`src/rtl/alu_sequencer.sv`:
```
// ---------------------------------------------------------------------------
// alu_sequencer
//
// Multi-cycle control sequencer for the lab processor ALU. It fetches 9-bit
// instructions from instruction memory, issues the 4-bit ALU opcode, commits
// results (register write, data memory strobes, PC update) and keeps the
// carry/overflow flag that is fed back into the ALU carry-in.
//
// States: IDLE -> FETCH -> EXEC -> (MEM) -> WB -> FETCH ... ; halt -> HALTED.
//
// Parameters:
//   PC_W         program counter / instruction address width (>= 8)
//
// Ports:
//   Clk          system clock, rising edge
//   Reset        asynchronous active-high reset
//   Start        one-cycle pulse, starts at PC 0 when IDLE or HALTED
//   InstrAddr    instruction memory address (the PC)
//   Instr        instruction word read combinationally from InstrAddr
//   AluOp        opcode to ALU (IR[8:5] in EXEC/MEM/WB, else 0)
//   AluOut       ALU result, used as branch target
//   AluOverflow  ALU carry/overflow output
//   OverflowIn   registered flag fed to ALU carry-in
//   BranchFlag   register-file condition bit for branches
//   RegWrEn      register file write strobe (WB)
//   MemRdEn      data memory read enable (MEM and WB of a load)
//   MemWrEn      data memory write strobe (WB of a store)
//   Busy         high in FETCH/EXEC/MEM/WB
//   Done         high in HALTED
//   CycleCount   busy-cycle counter
//
// Build option: define SEQ_CYCLE_COUNT_EN to include the saturating busy-cycle
// counter; otherwise CycleCount is tied to zero.
// ---------------------------------------------------------------------------
module alu_sequencer #(
    parameter int PC_W = 8
) (
    input  logic            Clk,
    input  logic            Reset,
    input  logic            Start,
    output logic [PC_W-1:0] InstrAddr,
    input  logic [8:0]      Instr,
    output logic [3:0]      AluOp,
    input  logic [7:0]      AluOut,
    input  logic            AluOverflow,
    output logic            OverflowIn,
    input  logic            BranchFlag,
    output logic            RegWrEn,
    output logic            MemRdEn,
    output logic            MemWrEn,
    output logic            Busy,
    output logic            Done,
    output logic [15:0]     CycleCount
);

    localparam logic [3:0] OP_ADD    = 4'b0000;
    localparam logic [3:0] OP_LOAD   = 4'b0010;
    localparam logic [3:0] OP_STORE  = 4'b0011;
    localparam logic [3:0] OP_RST    = 4'b1010;
    localparam logic [3:0] OP_HALT   = 4'b1011;
    localparam logic [3:0] OP_BRANCH = 4'b1100;

    typedef enum logic [2:0] {
        S_IDLE,
        S_FETCH,
        S_EXEC,
        S_MEM,
        S_WB,
        S_HALTED
    } state_t;

    state_t          state;
    state_t          next_state;
    logic [PC_W-1:0] pc;
    logic [8:0]      ir;
    logic            overflow_q;
    logic [3:0]      opcode;
    logic            start_ok;

    // Operand fields are consumed by the register file, not by the sequencer.
    logic unused_operand;
    assign unused_operand = ^ir[4:0];

    assign opcode     = ir[8:5];
    assign start_ok   = Start && (state == S_IDLE || state == S_HALTED);
    assign InstrAddr  = pc;
    assign OverflowIn = overflow_q;

    function automatic logic writes_reg(input logic [3:0] op);
        case (op)
            4'b0000, 4'b0001, 4'b0010, 4'b0100, 4'b0101, 4'b0110,
            4'b0111, 4'b1000, 4'b1001, 4'b1101, 4'b1110: return 1'b1;
            default:                                     return 1'b0;
        endcase
    endfunction

    // NOTE: sequential state uses non-blocking assignments so every register
    // samples pre-edge values regardless of block ordering.
    always_ff @(posedge Clk or posedge Reset) begin
        if (Reset) state <= S_IDLE;
        else       state <= next_state;
    end

    // Moore outputs: strobes depend only on state and IR, so an async reset
    // drops them immediately and nothing is committed.
    always_comb begin
        // NOTE: every output gets a default first so no path leaves a value
        // unassigned, which would infer a latch.
        next_state = state;
        AluOp      = 4'b0000;
        RegWrEn    = 1'b0;
        MemRdEn    = 1'b0;
        MemWrEn    = 1'b0;
        Busy       = 1'b0;
        Done       = 1'b0;
        case (state)
            S_IDLE: begin
                if (Start) next_state = S_FETCH;
            end
            S_HALTED: begin
                Done = 1'b1;
                if (Start) next_state = S_FETCH;
            end
            S_FETCH: begin
                Busy       = 1'b1;
                next_state = S_EXEC;
            end
            S_EXEC: begin
                Busy  = 1'b1;
                AluOp = opcode;
                if (opcode == OP_HALT)      next_state = S_HALTED;
                else if (opcode == OP_LOAD) next_state = S_MEM;
                else                        next_state = S_WB;
            end
            S_MEM: begin
                Busy       = 1'b1;
                AluOp      = opcode;
                MemRdEn    = 1'b1;
                next_state = S_WB;
            end
            S_WB: begin
                Busy       = 1'b1;
                AluOp      = opcode;
                RegWrEn    = writes_reg(opcode);
                MemWrEn    = (opcode == OP_STORE);
                MemRdEn    = (opcode == OP_LOAD);
                next_state = S_FETCH;
            end
            default: next_state = S_IDLE;
        endcase
    end

    // PC, IR and carry flag. PC holds through FETCH/EXEC and only moves at
    // the end of WB, so a halt leaves it pointing at the halt instruction.
    always_ff @(posedge Clk or posedge Reset) begin
        if (Reset) begin
            pc         <= '0;
            ir         <= '0;
            overflow_q <= 1'b0;
        end else if (start_ok) begin
            pc         <= '0;
            overflow_q <= 1'b0;
        end else begin
            case (state)
                S_FETCH: ir <= Instr;
                S_WB: begin
                    if (opcode == OP_BRANCH && BranchFlag) pc <= PC_W'(AluOut);
                    else                                   pc <= pc + 1'b1;
                    if (opcode == OP_ADD)      overflow_q <= AluOverflow;
                    else if (opcode == OP_RST) overflow_q <= 1'b0;
                end
                default: ;
            endcase
        end
    end

`ifdef SEQ_CYCLE_COUNT_EN
    logic [15:0] cycle_count;

    always_ff @(posedge Clk or posedge Reset) begin
        if (Reset)                               cycle_count <= '0;
        else if (start_ok)                       cycle_count <= '0;
        else if (Busy && cycle_count != 16'hFFFF) cycle_count <= cycle_count + 16'd1;
    end

    assign CycleCount = cycle_count;
`else
    assign CycleCount = 16'h0000;
`endif

endmodule

```
`config.mk`:
```
export PLATFORM = sky130hd
export DESIGN_NAME = alu_sequencer
export DESIGN_NICKNAME = d
export VERILOG_FILES = /design/src/rtl/alu_sequencer.sv
export SDC_FILE = /design/constraint.sdc
export NUM_CORES = 1
export LEC_CHECK = 0
export ABC_CLOCK_PERIOD_IN_PS = 1900
export CAP_MARGIN = 0
export CORE_MARGIN = 1
export CORE_UTILIZATION = 37
export CTS_BUF_LIST = sky130_fd_sc_hd__clkbuf_16
export DETAILED_ROUTE_END_ITERATION = 6
export GPL_TIMING_DRIVEN = 0
export PLACE_DENSITY = 0.82
export RECOVER_POWER = 25
export REMOVE_ABC_BUFFERS = 1
export SYNTH_ARGS = -nofsm -noshare
export SYNTH_HDL_FRONTEND = slang
export SYNTH_SLANG_ARGS = --single-unit
```
`constraint.sdc`:
```
create_clock -name Clk -period 1.9 [get_ports Clk]
set_input_delay 0.57 -clock Clk [delete_from_list [all_inputs] [get_ports Clk]]
set_output_delay 0.57 -clock Clk [all_outputs]
set_load 0.01 [all_outputs]
```
# Yosys cells after proc, flatten, opt, wreduce, memory -nomap -nowiden
# Memories as Yosys holds them, arrays and structs flattened.
# Index checks and enable logic that the tools add are counted.
# word_totals
regBits	21
rom_bits	16
input_bits	22
elab_cells	47
memories	1
# mem_list
memory	words	width	read_ports	rd_ports_with_merged_regs	write_ports	line_no	text
(no name shown)	16	1	1	0	0	90	case (op)
# op_classes
n_addsub	1
n_eq_ne	11
n_mux	17
bitwise_logic	1
n_reduce_logical	12
# op_table
cell	n
8-bit two-way mux	3
3-bit case mux with 5 select lines	1
4-bit == test, second input constant	3
3-bit two-way mux	3
8-bit by 1-bit adder with 8-bit output, second input constant	1
4-bit by 2-bit == test with 1-bit output, second input constant	2
1-bit two-way mux	8
3-bit by 2-bit == test with 1-bit output, second input constant	2
3-bit == test, second input constant	2
4-bit zero test	1
4-bit two-way mux	1
2-bit AND reduction	2
4-bit OR reduction	1
3-bit by 1-bit == test with 1-bit output, second input constant	1
3-bit zero test	1
3-bit nonzero test	1
3-bit OR reduction	1
1-bit logical AND	2
2-bit by 1-bit inequality test with 1-bit output, second input constant	1
1-bit case mux with 2 select lines	1
2-bit nonzero test	1
2-bit OR reduction	1
1-bit logical OR	1
1-bit NOT	1

# Logic depth before layout (Yosys ltp)
# Gate-level depths: netlist of run 1.
# logic_depth
word_depth	5
depth_mapped	7
ltp_nobuf	6

# Least setup slack after synthesis of run 1
# No wires, ideal clock.
# synth_timing
path_kind	reg2out
start	register state[0]
end	output MemWrEn
t_arrival_ns	1.524
required_ns	1.330
slack_ns	-0.194
stages_incl_launch_ff	5
n_path_buf	2
cell_sequence	dfrtp_1 buf_6 or3b_4 clkbuf_1 nor4b_1
# synth_between
elab_chain_cells	2
# synth_lines
item	line_no	text
from (decl)	72	state_t state;
from (signal assigned)	101	else state <= next_state;
3-bit == test	116	case (state)
1-bit two-way mux	116	
to (decl)	50	output logic MemWrEn,
# Every way passes these cells.

# Worst setup path after layout of run 1
# layout_timing
start	register state[1]
end	output AluOp[2]
# layout_between
elab_chain_cells	3
elab_cells_between_ends	5
# layout_lines
item	line_no	text
3-bit == test / 3-bit by 2-bit == test with 1-bit output (equally long branches)	116	
3-bit OR reduction (no line) (*)	n/a	
4-bit two-way mux (*)	116	
to (decl)	43	output logic [3:0] AluOp,
# Mark *: on every way between the ends. The rest lies on a longest branch, timed or not.

==> results of run 1 <==
## final cells by class
type                    count  area [um^2]
fillers                   291         1380
multi-input cells         106          722
flip-flops and latches     16          404
repair buffers             46          389
clock buffers               3         75.1
well taps                  44         55.1
inverters                   8         30.0
## cell families after synthesis
group	Yosys count
DFF	16
adders and majority gates	4
buffers and inverters	32
muxes	7
xor gates and xnor gates	2
and+or+nand+nor	47
AOI/OAI and AO/OA	30
other	1
## what timing repair did
item	in CTS	in global routing
gates resized for setup	52	7
endpoints found under the setup margin	15	11
pin swaps	1	2
setup buffers	11	1
## report_power, final
group | switching (W) | leakage, nW | internal [W]
Combinational | 0.000609 | 0.491 | 0.000644
Clock | 0.000128 | 0.0370 | 0.000276
Sequential | 0.000165 | 0.204 | 0.000456
## metal layers
layer	share of wire, %	vias up	wire length, um	track usage, %
met4	2.4	0	68	8.16
li1	-	528	-	-
met3	5.9	9	170	3.52
met2	49	45	1410	31.2
met5	0	-	0	0
met1	42	510	1210	22.9
## cell usage after synthesis, types with 4 or more instances
cell type,number,area share (%)
a21oi_1,6,2.5
buf_4,16,10
dfrtp_1,16,34
ha_1,4,4.2
inv_1,8,2.5
mux2i_1,4,3.4
nand2_1,10,3.1
nor2_1,13,4.1
nor2b_1,4,2.1
nor3_1,4,1.7
o21ai_0,8,3.4
o21ai_1,5,2.1
o2bb2ai_1,4,2.9
## worst paths after layout
kind                              start           end
min in group asynchronous         Reset  InstrAddr[4]
min                        InstrAddr[7]  InstrAddr[7]
max reg2reg                       ir[6]  InstrAddr[5]
min reg2reg                InstrAddr[7]  InstrAddr[7]
max                            state[1]      AluOp[2]
max in group asynchronous         Reset      state[1]
## registers in the layout, summed over array words and instances (netlist names)
name,cells
InstrAddr,8
ir,4
state,3
OverflowIn,1
## placed cells by master (no fill, tap or decap), types with 2 or more instances in the layout
master | synthesis | routed
o2bb2ai_1 | 4 | 4
dfrtp_1 | 16 | 13
mux2_2 | 3 | 3
o22ai_1 | 3 | 3
dfrtp_2 | 0 | 3
buf_4 | 16 | 11
a221o_1 | 2 | 2
inv_1 | 8 | 7
mux2i_1 | 4 | 4
nor2_1 | 13 | 9
nor2b_1 | 4 | 4
nor3_1 | 4 | 4
a21oi_1 | 6 | 5
o21ai_1 | 5 | 5
nand3_1 | 2 | 2
o21ai_0 | 8 | 8
nor2_2 | 0 | 3
nand2_1 | 10 | 10
nor4_2 | 2 | 2
clkdlybuf4s50_1 | 0 | 24
conb_1 | 1 | 16
clkbuf_16 | 0 | 3
ha_1 | 4 | 3
buf_2 | 2 | 9
## per-stage QoR
| step | total power [W] | hold WS [ns] | instances |
|---|---|---|---|
| finish | 0.00228 | 0.521 | 223 |
| global placement | 0.00158 | 0.512 | 208 |
| detailed placement | 0.00161 | 0.508 | 208 |
| CTS | 0.00218 | 0.519 | 222 |
| floorplan | 0.00121 | 0.484 | 130 |
| global route | 0.00246 | 0.546 | 223 |
==> metrics.txt, run 1 <==
status finished with violations; failing checks negative setup slack; detailed-route wire length per cell 12.8 um; mux share of post-synthesis cell area under 10%; Detailed Route WL between 2000 and 3000 um; Initial Utilization between 30% and 40%; post-synthesis sequential area ratio 33.5%; Power Dens Cells around 1400 nW/um^2; CP endpoint kind output port; initial antenna violation count 0; Slew headroom between 50% and 60%; placed cell area between 1000 and 1500 um^2; Hold WC Path Type reg -> reg; syn_area_per_cell between 8 and 9 um^2; f_max ~480 MHz; ys async rst share 100%; TNS Setup -1.22 ns; Skew-Pair Late Insertion Delay roughly 0.25 ns; CP required approximately 1.3 ns; final RePlAce weighted congestion between 0.7 and 0.8; CP Data Arrival Time around 1.5 ns; antenna cells 0; critical path class reg -> out; Hold-fix buffers, CTS 0; Slowest cell on crit path or3b_4; Max clock buf depth 2; CTS Sinks 16; Compound-Gate Fraction of Synth Area approximately 16%; Netlist cell types 36; slowest stage delay, CP between 0.4 and 0.5 ns; YS warnings 0; Die Y around 59 um; vias in the first global route between 1k and 1.5k; largest net degree at the start of global routing 17; Worst-path clk slew 0.05 ns; DR vias/cell just under 5; CP bufs+invs 1; 1st-iter DRT viols 19; GR Overflow Total 0; CTS root buffer clkbuf_16; crit share post-route 109%; CP Launch Type register; clock skew ~0.006 ns; overall routing resource usage between 10% and 20%; Max-cap violations 0; flops & latches, synth 16; synth-to-layout area growth 40.4%; Die W roughly 60 um; R2R Setup Slk -0.01 ns; Final Util 54.9%; share of layout cells above drive strength 1 26.3%; H-tree depth 1; critical path, cell by cell or3b_4, and2_4, nor2b_1, buf_2; drt first pass iters 5; maximum VDD drop approximately 0.00057 V; total CTS buffers 3; first-pass GRT wire length slightly below 5000 um; # DRC 0; IO Count 56; setup ws final -0.166 ns; pre-CTS setup slack -0.580 ns; post-route cell area 1680 um^2; DIE AREA 3460 um^2; CTS tree built; largest family of logic cells by synthesized area simple AND/OR/NAND/NOR gates; Mapped Area 1190 um^2; Rows 20; Vias ~1.1k; final hold vios 0; total core area 3050 um^2; Antenna Violating Nets Remaining 0; delay-heaviest family, CP simple AND/OR/NAND/NOR gates; Final setup viols 9; DP Wirelength between 1500 and 2000 um; Post-Synth Simple-Gate Area between 20% and 30%; Tightest Pin Transition 0.620 ns; Cells after Synth ~140; EDFF count, synth 0; crit-path max FO 6; Synth Area in Adders 4.19%; minimum clock period between 2 and 2.5 ns; Slew Limit Fails 0; port buffer count 34; final net count between 200 and 250; RSZ-0062 raised after global routing yes; top_reg_cell synth dfrtp_1; Synth Area in XOR/XNOR 1.47%; path length in cells of the critical path 4; Hold Path Depth 1; Worst R2R Path Depth 6; Pleak approximately 0.73 nW
Power figures use the tool's default switching activity.
==> inputs of run 2 (changes only) <==
ABC_AREA = 1   (was default)
==> run 2 against run 1 <==
  * Clock-buffer cell count is the same
  * Largest cell class unchanged
  * The flow still finishes with violations (negative setup slack)
  * Largest power group unchanged
  * Power rose by 4.0%
  * Worst hold slack gained 0.049 ns
  * Utilization grew 2.2 points
  * Critical path depth up 1
==> metrics.txt, run 2 <==
synth top area cells dfrtp_1 33%, buf_4 11%, nand2_1 11%; Pleak 0.845 nW (+15%); failing checks negative setup slack; CTS Sinks 16 (unchanged); share of layout cells above drive strength 1 21.8% (-4.5 points); Detailed Route WL 3120 um (+9.0%); final RePlAce weighted congestion 0.861 (+11%); vias in the first global route 1147 (+11%); DP Wirelength 1940 um (+8.9%); total chip power 0.00237 W (+4.0%); status finished with violations; IO Count 56 (unchanged); CP required 1.33 ns (about the same); filler cell count 285 (-2.1%); Mapped Area 1210 um^2 (+1.7%); internal power 0.00132 W (-4.3%); Slew Limit Fails 0 (unchanged); Worst-path clk slew 0.05 ns (about the same); fin cells 269 (+21%); final hold vios 0 (unchanged); CP Data Arrival Time 1.34 ns (-0.16 ns); syn_area_per_cell 6.82 um^2 (-21%); leading cell types in the layout, fill and taps excluded 32 x nand2_1, 30 x nor2_1, 24 x clkdlybuf4s50_1; net load switching power 0.00105 W (+17%); Max clock buf depth 2 (unchanged); Clock Power Share 17.0% (-0.7 points); Synth top area share 33.0% (-0.55 points); total core area 3080 um^2 (+0.82%); Hold-fix buffers, CTS 0 (unchanged); Netlist cell types 22 (-39%); CP endpoint kind output port; flops & latches, synth 16 (unchanged); critical path class reg -> out; Multi-input gate area 729 um^2 (+1.0%); port buffer count 34 (unchanged); most common cell after layout, fill and taps aside nand2_1; synth-to-layout area growth 44.8%; Slew headroom 57.6% (-1.0 points); # DRC 0 (unchanged); Net Sw Frac 44.4% (+4.8 points); antenna cells 0 (unchanged); RSZ-0062 raised after global routing yes; Hold WC Path Type reg -> reg; Logic pwr share 58.3% (+3.3 points); DIE AREA 3510 um^2 (+1.6%); CTS tree built; hold slack 0.570 ns (+0.0490 ns); Skew-Pair Late Insertion Delay 0.24 ns (about the same); Power Dens Cells 1350 nW/um^2 (-0.86%); clock skew 0.00150 ns (-0.00451 ns); Final Util 57.1% (+2.2 points); DR vias/cell 4.58 (-6.5%); Die W 59.3 um (+0.80%); Seq pwr share 24.8% (-2.5 points); Vias 1232 (+13%); setup ws final -0.00716 ns (+0.159 ns); largest net degree at the start of global routing 17 (unchanged); placed cell count 253 (+22%); initial antenna violation count 0 (unchanged); EDFF count, synth 0 (unchanged); Rows 20 (unchanged); Synth area leader dfrtp_1; top_reg_cell synth dfrtp_1; 1st-iter DRT viols 50 (+31); Tightest Pin Transition 0.635 ns (+0.0156 ns); Final setup viols 3 (-6); total CTS buffers 3 (unchanged); f_max 524 MHz (+8.3%); detailed-route wire length per cell 11.6 um (-9.6%); Hold Path Depth 2 (+1); GR Overflow Total 0 (unchanged); post-synthesis sequential area ratio 33.0% (-0.55 points); crit share post-route 100% (-8.4 points); ys async rst share 100% (unchanged); register area 405 um^2 (+0.31%); CTS root buffer clkbuf_16; CP Launch Type register; Die Y 59.3 um (+0.80%); YS warnings 0 (unchanged); crit-path max FO 4 (-2); pre-CTS setup slack -0.374 ns (+0.206 ns); top-count cell post-synth nand2_1; first-pass GRT wire length 4840 um (+0.85%); maximum VDD drop 0.000781 V (+37%); Cells after Synth 178 (+28%); Post-synth top cells 34 x nand2_1, 31 x nor2_1, 18 x inv_1, 18 x nand3_1, 17 x buf_4; Antenna Violating Nets Remaining 0 (unchanged); minimum clock period 1.91 ns (-0.159 ns); Initial Utilization 39.4% (+0.33 points); final net count 253 (+22%); Max-cap violations 0 (unchanged); drt first pass iters 4 (-1); overall routing resource usage 18.0% (-0.49 points); H-tree depth 1 (unchanged); Worst R2R Path Depth 8 (+2); Largest register FFs 8 (unchanged)
[run 2: changes by cell type after synthesis, sizes merged, moves of 14 or more]
cell,delta
nand2,+26
nor2,+20
nand3,+18
inv,+14
[run 2: power groups by stage]
stage	clock network, W	logic (W)	registers [W]
2_1_floorplan	0	0.000656	0.000584
3_3_place_gp	0	0.00105	0.000589
3_5_place_dp	0	0.00106	0.000595
4_1_cts	0.000412	0.00123	0.000598
5_1_grt	0.000433	0.00152	0.000605
6_report	0.000402	0.00138	0.000587
[run 2: through the flow]
| step | cell area [um^2] | setup TNS [ns] |
|---|---|---|
| 5_1_grt | 1760 | -0.184 |
| 3_5_place_dp | 1530 | -2.36 |
| 2_1_floorplan | 1140 | 0 |
| 6_report | 1760 | -0.00869 |
| 4_1_cts | 1720 | 0 |
| 3_3_place_gp | 1530 | -2.27 |
[run 2: timing repair]
action | in CTS | in global routing
endpoints found under the setup margin | 9 | 9
setup buffers | 8 | 5
pin swaps | 3 | 6
resized for setup | 45 | 12
[run 2: final cells by class]
type	count	share of cell area (%)
inverter	22	5.27
sequential	16	23.1
tap	44	3.13
clock buffer	3	4.27
timing repair buffer	47	22.8
multi-input combinational	137	41.5
[run 2: cells by family (layout without fill, tap and decap cells)]
kind of cell,Yosys count,count (layout),share of synthesized area [%]
and+or+nand+nor,93,93,34.2
buffers and inverters,40,72,17.7
AOI/OAI and AO/OA,24,24,10.6
DFF,16,16,33.0
adders and majority gates,4,4,4.12
other,1,16,0.309
[run 2: critical path, stage by stage, from the launching register on]
cell and delay [ns]:
dfrtp_1 0.38, inv_2 0.11, ha_2 0.20, nand2_2 0.09, o22ai_1 0.14, buf_2 0.15
[run 2: path summary, 6_finish.rpt]
kind,startpoint,to,slack [ns]
worst min-delay path,InstrAddr[7],InstrAddr[7],0.57
max in group asynchronous,Reset,ir[8],0.61
worst max-delay path,ir[5],MemRdEn,-0.007
min in group asynchronous,Reset,InstrAddr[2],0.85
worst min register to register,InstrAddr[7],InstrAddr[7],0.57
worst max register to register,state[2],InstrAddr[0],0.54
[run 2: layer usage]
layer	GRT usage (%)	share of wire [%]	vias to the layer above
met4	3.74	0.54	0
li1	-	-	635
met2	31.8	53	43
met3	4.59	5.7	2
met1	21.9	40	552
met5	0	0	-
